## src/rtl/mac_result_buffer_pkg.sv

```systemverilog
// Shared types and constants for the MAC result buffer (package mac_pkg).
package mac_pkg;

  localparam int unsigned DATA_W_DEF = 16;
  localparam int unsigned DEPTH_DEF  = 8;

  typedef struct packed {
    logic                         ovf;
    logic signed [DATA_W_DEF-1:0] data;
  } mac_result_t;

  // Saturation limits at the default width; other widths derive them the same way.
  localparam logic signed [DATA_W_DEF-1:0] SAT_POS_DEF = {1'b0, {(DATA_W_DEF-1){1'b1}}};
  localparam logic signed [DATA_W_DEF-1:0] SAT_NEG_DEF = {1'b1, {(DATA_W_DEF-1){1'b0}}};

endpackage

```

## src/rtl/mac_result_buffer_if.sv

```systemverilog
// MAC-side capture and consumer-side handshake signals of the result buffer.
interface mac_result_buffer_if
  import mac_pkg::*;
#(
  parameter int unsigned DATA_W = DATA_W_DEF
);
  logic [DATA_W-1:0] f;
  logic              overflow;
  logic              valid_in;
  logic [DATA_W-1:0] out_data;
  logic              out_ovf;
  logic              out_valid;
  logic              out_ready;

  modport master (
    output f, overflow, valid_in, out_ready,
    input  out_data, out_ovf, out_valid
  );

  modport slave (
    input  f, overflow, valid_in, out_ready,
    output out_data, out_ovf, out_valid
  );
endinterface

```

## src/rtl/mac_res_fifo.sv

```systemverilog
// Generic synchronous FWFT FIFO of result entries; head holds its last value when empty.
module mac_res_fifo
  import mac_pkg::*;
#(
  parameter type         entry_t = mac_result_t,
  parameter int unsigned DEPTH   = DEPTH_DEF,
  localparam int unsigned AW     = $clog2(DEPTH)
) (
  input  logic        clk,
  input  logic        reset,
  input  logic        push,
  input  entry_t      wdata,
  input  logic        pop,
  output entry_t      head,
  output logic        not_empty,
  output logic [AW:0] count,
  output logic        full
);

  entry_t        mem [DEPTH];
  logic [AW-1:0] wr_ptr;
  logic [AW-1:0] rd_ptr;
  entry_t        last_head;

  always_ff @(posedge clk) begin
    if (push && !reset) begin
      mem[wr_ptr] <= wdata;
    end
  end

  // Pointers are exactly log2(DEPTH) wide, so the increment wraps modulo DEPTH.
  always_ff @(posedge clk) begin
    if (reset) begin
      wr_ptr    <= '0;
      rd_ptr    <= '0;
      count     <= '0;
      last_head <= '0;
    end else begin
      if (push) begin
        wr_ptr <= wr_ptr + 1'b1;
      end
      if (pop) begin
        rd_ptr    <= rd_ptr + 1'b1;
        last_head <= mem[rd_ptr];
      end
      case ({push, pop})
        2'b10:   count <= count + 1'b1;
        2'b01:   count <= count - 1'b1;
        default: count <= count;
      endcase
    end
  end

  assign not_empty = (count != '0);
  assign full      = (count == (AW+1)'(DEPTH));
  assign head      = not_empty ? mem[rd_ptr] : last_head;

endmodule

```

## src/rtl/mac_result_buffer.sv

```systemverilog
// MAC result buffer: qualifies the handshake, optionally saturates, tracks drops.
// Build option: define MAC_RESULT_SATURATE_EN to clamp overflowed results.
module mac_result_buffer
  import mac_pkg::*;
#(
  parameter int unsigned DATA_W = DATA_W_DEF,
  parameter int unsigned DEPTH  = DEPTH_DEF
) (
  input  logic                   clk,
  input  logic                   reset,
  mac_result_buffer_if.slave     bus,
  output logic [$clog2(DEPTH):0] count,
  output logic                   full,
  output logic                   drop_err
);

  typedef struct packed {
    logic                     ovf;
    logic signed [DATA_W-1:0] data;
  } entry_t;

  if (DEPTH < 2 || DEPTH > 64 || (DEPTH & (DEPTH - 1)) != 0) begin : g_bad_depth
    $error("mac_result_buffer: DEPTH must be a power of two in 2..64");
  end

  entry_t wr_entry;
  entry_t head;
  logic   not_empty;
  logic   push;
  logic   pop;

`ifdef MAC_RESULT_SATURATE_EN
  localparam logic signed [DATA_W-1:0] SAT_POS = {1'b0, {(DATA_W-1){1'b1}}};
  localparam logic signed [DATA_W-1:0] SAT_NEG = {1'b1, {(DATA_W-1){1'b0}}};

  // A wrapped result with its sign bit set came from positive overflow, and vice versa.
  always_comb begin
    wr_entry.ovf  = bus.overflow;
    wr_entry.data = bus.f;
    if (bus.overflow) begin
      wr_entry.data = bus.f[DATA_W-1] ? SAT_POS : SAT_NEG;
    end
  end
`else
  always_comb begin
    wr_entry.ovf  = bus.overflow;
    wr_entry.data = bus.f;
  end
`endif

  // A pop frees a slot in the same cycle, so a full buffer still accepts a push.
  assign pop  = not_empty && bus.out_ready;
  assign push = bus.valid_in && (!full || pop);

  mac_res_fifo #(
    .entry_t (entry_t),
    .DEPTH   (DEPTH)
  ) u_fifo (
    .clk       (clk),
    .reset     (reset),
    .push      (push),
    .wdata     (wr_entry),
    .pop       (pop),
    .head      (head),
    .not_empty (not_empty),
    .count     (count),
    .full      (full)
  );

  always_ff @(posedge clk) begin
    if (reset) begin
      drop_err <= 1'b0;
    end else if (bus.valid_in && full && !pop) begin
      drop_err <= 1'b1;
    end
  end

  assign bus.out_data  = head.data;
  assign bus.out_ovf   = head.ovf && not_empty;
  assign bus.out_valid = not_empty;

endmodule

```

## src/flat_wrapper.sv

```systemverilog
// flat-port wrapper written by rule: the top's interface ports become plain ports
module mac_result_buffer_flat import mac_pkg::*;
#(
  parameter int unsigned DATA_W = DATA_W_DEF,
  parameter int unsigned DEPTH  = DEPTH_DEF
)
  (clk, reset, count, full, drop_err, bus_f, bus_overflow, bus_valid_in, bus_out_ready, bus_out_data, bus_out_ovf, bus_out_valid);
  mac_result_buffer_if #(.DATA_W(DATA_W)) bus_i ();
  input  logic clk;
  input  logic reset;
  output logic [$clog2(DEPTH):0] count;
  output logic full;
  output logic drop_err;
  input wire logic [$bits(bus_i.f)-1:0] bus_f;
  input wire logic [$bits(bus_i.overflow)-1:0] bus_overflow;
  input wire logic [$bits(bus_i.valid_in)-1:0] bus_valid_in;
  input wire logic [$bits(bus_i.out_ready)-1:0] bus_out_ready;
  output wire logic [$bits(bus_i.out_data)-1:0] bus_out_data;
  output wire logic [$bits(bus_i.out_ovf)-1:0] bus_out_ovf;
  output wire logic [$bits(bus_i.out_valid)-1:0] bus_out_valid;
  assign bus_i.f = bus_f;
  assign bus_i.overflow = bus_overflow;
  assign bus_i.valid_in = bus_valid_in;
  assign bus_i.out_ready = bus_out_ready;
  assign bus_out_data = bus_i.out_data;
  assign bus_out_ovf = bus_i.out_ovf;
  assign bus_out_valid = bus_i.out_valid;
  mac_result_buffer #(.DATA_W(DATA_W), .DEPTH(DEPTH)) u_core (.clk(clk), .reset(reset), .bus(bus_i), .count(count), .full(full), .drop_err(drop_err));
endmodule
```

## config.mk

```make
export PLATFORM = sky130hd
export DESIGN_NAME = mac_result_buffer_flat
export DESIGN_NICKNAME = d
export VERILOG_FILES = /design/src/rtl/mac_result_buffer_pkg.sv /design/src/rtl/mac_result_buffer_if.sv /design/src/rtl/mac_res_fifo.sv /design/src/rtl/mac_result_buffer.sv /design/src/flat_wrapper.sv
export SDC_FILE = /design/constraint.sdc
export NUM_CORES = 1
export LEC_CHECK = 0
export ABC_AREA = 1
export ABC_CLOCK_PERIOD_IN_PS = 4000
export BUFFER_PORTS_ARGS = -buffer_cell sky130_fd_sc_hd__clkbuf_2
export CELL_PAD_IN_SITES_DETAIL_PLACEMENT = 1
export CELL_PAD_IN_SITES_GLOBAL_PLACEMENT = 2
export CORE_UTILIZATION = 35
export DETAILED_ROUTE_END_ITERATION = 6
export PLACE_DENSITY_LB_ADDON = 0.1
export SYNTH_ARGS = -nofsm -noshare
export SYNTH_HDL_FRONTEND = slang
export SYNTH_SLANG_ARGS = --single-unit
```

## constraint.sdc

```tcl
create_clock -name clk -period 4 [get_ports clk]
set_clock_uncertainty 0.15 [all_clocks]
set_input_delay 0.2 -clock clk [delete_from_list [all_inputs] [get_ports clk]]
set_output_delay 0.2 -clock clk [all_outputs]
set_load 0.01 [all_outputs]
```

== Word level (Yosys, flattened, before mapping) ==
Memory sizes are Yosys's and may differ from the RTL's. A register that Yosys moved wholly into a read port is not among the register bits.
Index checks and enable logic that the tools add are counted.

* Output and inout port bits: 24
* Memory bits (writable): 136
* Input bits: 21
* Register bits: 28
* Memories kept: 1

{| class="wikitable"
|+ Memory list
! memory !! depth !! width !! rd ports !! clocked after Yosys merged registers in !! wr ports !! line !! source
|-
| u_core.u_fifo.mem || 8 || 17 || 1 || 1 || 1 || mac_res_fifo.sv:20 || <nowiki>entry_t mem [DEPTH];</nowiki>
|}

* Mux-type cells: 6
* Reductions and logical operators: 12
* Eq/ne operators: 3
* Add/sub/neg operators: 4

{| class="wikitable"
|+ Operators by type and width
! operator !! number
|-
| two-way mux 17 bit || 1
|-
| case mux 4 bit (2 select lines) || 1
|-
| adder 3 x 1 -> 3 bit, second input constant || 2
|-
| logical AND 1 bit || 6
|-
| two-way mux 3 bit || 2
|-
| adder 4 x 1 -> 4 bit, second input constant || 1
|-
| equality test 4 bit, second input constant || 1
|-
| nonzero test 4 bit || 1
|-
| subtractor 4 x 1 -> 4 bit, second input constant || 1
|-
| logical NOT 1 bit || 3
|-
| equality test 2 x 1 -> 1 bit, second input constant || 1
|-
| equality test 2 bit, second input constant || 1
|-
| two-way mux 1 bit || 2
|-
| nonzero test 2 bit || 1
|-
| logical OR 1 bit || 1
|}

== Logic depth before layout (Yosys ltp) ==
* Depth after elaboration: 7
* Depth in mapped cells: 13
* Depth with buffers taken out: 13

== Modules after synthesis ==
Synthesis repeated with hierarchy kept, for this count alone.

* Cell total of the unflattened synthesis: 614
* Area, all modules: 6,771.5 µm²

{| class="wikitable"
|+ Modules (own cells, without submodules)
! module !! cells an instance !! area each (µm²) !! times used !! seq. area each (µm²)
|-
| mac_res_fifo || 603 || 6,700.2 || 1 || 4,684.5
|-
| mac_result_buffer || 11 || 71.3 || 1 || 20.0
|}

== Worst setup path after synthesis ==
No wires, ideal clock.

* Path type: reg-to-reg
* Start point: register u_core.u_fifo.count[0]
* End point: memory u_core.u_fifo.mem[6][0] (netlist bit), enable pin
* Arrival: 2,374 ps
* Data required time: 3,437 ps
* Clock period less this slack: 2,936 ps
* Library setup time: 413 ps
* Stages on the path, launching flop included: 9
* Setup slack: 1,064 ps
* Cells stage by stage: dfxtp_1 > nor2_2 > nand2_4 > nand2_4 > nand2_2 > nand2_4 > nor2_1 > inv_1 > nor3_1

* Longest elaborated chain between the ends: 7
* Elaborated cells on any way between the ends: 9
* Classes of those cells: 1 x eq/ne; 2 x mux; 6 x reduce/logical

{| class="wikitable"
|+ RTL lines
! element !! line !! source
|-
| start: declaration || mac_res_fifo.sv:16 || <nowiki>output logic [AW:0] count,</nowiki>
|-
| start signal: assignment || mac_res_fifo.sv:47 || <nowiki>2'b10: count <= count + 1'b1;</nowiki>
|-
| start signal: assignment || mac_res_fifo.sv:48 || <nowiki>2'b01: count <= count - 1'b1;</nowiki>
|-
| start signal: assignment || mac_res_fifo.sv:49 || <nowiki>default: count <= count;</nowiki>
|-
| nonzero test 4 bit || mac_res_fifo.sv:54 || <nowiki>assign not_empty = (count != '0);</nowiki>
|-
| net bus_out_valid || flat_wrapper.sv:20 || <nowiki>output wire logic [$bits(bus_i.out_valid)-1:0] bus_out_valid;</nowiki>
|-
| logical AND 1 bit || mac_result_buffer.sv:52 || <nowiki>assign pop = not_empty && bus.out_ready;</nowiki>
|-
| logical OR 1 bit || mac_result_buffer.sv:53 || <nowiki>assign push = bus.valid_in && (!full || pop);</nowiki>
|-
| logical AND 1 bit || mac_result_buffer.sv:53 ||
|-
| logical AND 1 bit || mac_res_fifo.sv:26 || <nowiki>if (push && !reset) begin</nowiki>
|-
| two-way mux 1 bit || mac_res_fifo.sv:26 ||
|-
| two-way mux 1 bit (implied by the code) || mac_res_fifo.sv:27 || <nowiki>mem[wr_ptr] <= wdata;</nowiki>
|-
| end: declaration || mac_res_fifo.sv:20 ||
|}

The timed path passes the listed nets, and every way through them passes these cells.

==> impl_metrics.json <==
{
  "maxSlewViolCount": 0,
  "routed_wl_mm": 15.5,
  "grt_pass1_wl_mm": 24.6,
  "ys_ff_latch": 166,
  "drc": 0,
  "firstDrtPassIters": 6,
  "die_x_um": 140,
  "clkLatencyLatePin_ns": 0.42,
  "crit_fanout": 68,
  "htree_num_levels": 4,
  "synth-edff-count": 136,
  "cts_tree": "yes",
  "clock-sinks": 166,
  "synth_top_area_share_pct": 61.5,
  "worst_slew_pin_slew_ns": 0.963,
  "grt_use_total_pct": 16.9,
  "post_cts_resized": 0,
  "post_route_cells_drive_above_1_share_pct": 17.6,
  "grt_max_degree": 69,
  "synth_area_leaders": "edfxtp_1 62%, dfxtp_1 9.0%, o21ai_0 6.3%",
  "die_area_um2": 19500,
  "ios": 45,
  "hold_viol": 0,
  "setup_tns_ns": 0,
  "root_buffer": "clkbuf_16",
  "coreArea_um2": 18600,
  "synth_warnings": 0,
  "synth.net_count": 552,
  "cts.clk_slew.worst_paths_ns": 0.06,
  "die_y_um": 140,
  "yosysMostFrequentCell": "edfxtp_1",
  "hold_buffers": 19,
  "synth_common_cells": "136 x edfxtp_1, 83 x o21ai_0, 82 x nor2_1",
  "vias_per_cell": 5.07,
  "gp_congestion": 0.747,
  "start_util_pct": 35.6,
  "synthCells": 528,
  "cts_inserted_buffers": 17,
  "p_leak_nw": 2.71,
  "grt_antenna_before_repair": 0,
  "fillers": 1987,
  "rsz0062_at_grt": "no",
  "fin_total_pwr_mw": 4.57,
  "overflow": 0,
  "ys.flop_type": "edfxtp_1",
  "final_nets": 619,
  "vias": 4266,
  "wl_per_cell_um": 18.3,
  "synth_seq_area_share_pct": 70.5,
  "period_share_pct": 68.5,
  "critPathCaptureType": "output port",
  "slew_headroom_pct": 35.7,
  "area_growth_pct": 18.6,
  "synthArstFlopShare_pct": 0,
  "critPathRequiredTime_ns": 3.65,
  "status": "completed",
  "drv_cap": 0,
  "grt_pass1_vias": 4499,
  "post-cts-setup-buffers": 0,
  "fmax_mhz": 365,
  "post_synth_num_cell_types": 32,
  "drtAntennaViolNets": 0,
  "whs_ns": 0.156,
  "numPortBuffers": 44,
  "num_antenna_cells": 0,
  "start_kind": "register",
  "reg2reg_slack_ns": 1.67,
  "finalCriticalPeriod_ns": 2.74,
  "drtIter0Drc": 204,
  "synth.avg_cell_area_um2": 12.6,
  "irDropWorstVdd_mv": 0.285,
  "dp_hpwl_mm": 9.89,
  "crit_arrival_ns": 2.39,
  "cts_buffer_depth": 2,
  "critPathKind": "reg2out",
  "synth_top_cell_by_area": "edfxtp_1",
  "hold_path_class": "in2reg",
  "synth_area_um2": 6640,
  "setup_viol": 0,
  "power_density_nw_per_um2": 581,
  "row_count": 50
}
[registers in the layout, summed over array words and instances (netlist names), named ones only]
register / cells
u_core.drop_err: 1
u_core.u_fifo.count: 4
u_core.u_fifo.wr_ptr: 3
u_core.u_fifo.last_head: 16
u_core.u_fifo.rd_ptr: 3
u_core.u_fifo.mem: 136
[final cells by class]
cell class	count	area (µm²)	share of cell area (%)
clock buffer	25	487	6.18
clock inverter	7	48.8	0.620
inverter	21	81.3	1.03
multi-input combinational	309	1740	22.1
sequential	166	4690	59.5
tap	234	293	3.72
timing repair buffer	80	538	6.83
[worst max-delay path, cell delays in order, from the launching register on]
cell and delay (ns):
dfxtp_2 0.32, buf_4 0.51, o21ai_0 0.19, o221ai_1 0.22, o21ai_0 0.25, o21ai_0 0.29
clkbuf_2 0.18
[logic make-up after synthesis]
family | count (synthesis) | synth area share [%]
muxes | 17 | 2.56
xor gates and xnor gates | 2 | 0.264
adders and majority gates | 3 | 0.565
AOI/OAI and AO/OA | 150 | 13.4
and+or+nand+nor | 137 | 9.12
DFF | 166 | 70.5
buffers and inverters | 53 | 3.52
[report_power, final]
group / internal, mW / total [mW] / leakage, nW / switching [mW]
registers: 1.97 / 2.04 / 1.48 / 0.0650
logic: 0.348 / 1.06 / 0.988 / 0.715
clock network: 0.846 / 1.47 / 0.249 / 0.629
[metal layers]
metal	global-route usage, %	up-vias	wire length (µm)
met4	5.73	0	208
met3	2.99	14	312
li1	-	2076	-
met1	19.9	2142	6740
met5	0	-	0
met2	30.8	34	8190
[through the flow]
stage / instances / setup slack, ns / util [%] / area [µm²]
after detailed placement: 791 / 1.63 / 38.4 / 7150
after floorplan: 528 / 1.06 / - / 6640
final: 842 / 1.26 / 42.2 / 7880
after CTS: 842 / 1.16 / 42.2 / 7880
after global placement: 791 / 1.68 / 38.4 / 7150
after global routing: 842 / 1.03 / 42.2 / 7880
[worst paths after layout]
path | depth (start not counted) | end | from
worst max register to register | 9 | u_core.u_fifo.mem[0][11]$_DFFE_PP_ | u_core.u_fifo.count[0]$_SDFFE_PP0P_
worst min-delay path | 4 | u_core.u_fifo.rd_ptr[1]$_SDFFE_PP0N_ | bus_out_ready
worst max-delay path | 6 | bus_out_data[3] | register
worst min register to register | 1 | u_core.u_fifo.rd_ptr[2]$_SDFFE_PP0N_ | u_core.u_fifo.rd_ptr[2]$_SDFFE_PP0N_
[cell usage in the layout, fill, tap and decap left out, types with 2 or more instances in the layout]
cell type and instances:
mux2i_1 17, dfxtp_2 2, nand4_1 2, o221ai_1 17
o21ai_1 7, dlygate4sd3_1 19, nand2_4 5, a21oi_1 23
inv_1 18, clkbuf_2 44, clkbuf_16 18, nand2_1 35
ha_1 3, edfxtp_1 136, xor2_1 2, clkinvlp_4 4
nor3_2 4, nand2_2 2, nor2_1 82, o21ai_0 83
dfxtp_1 28, nand3_1 4, o32ai_1 17, clkinv_2 2
buf_4 17, clkbuf_1 6
Power figures use the tool's default switching activity.
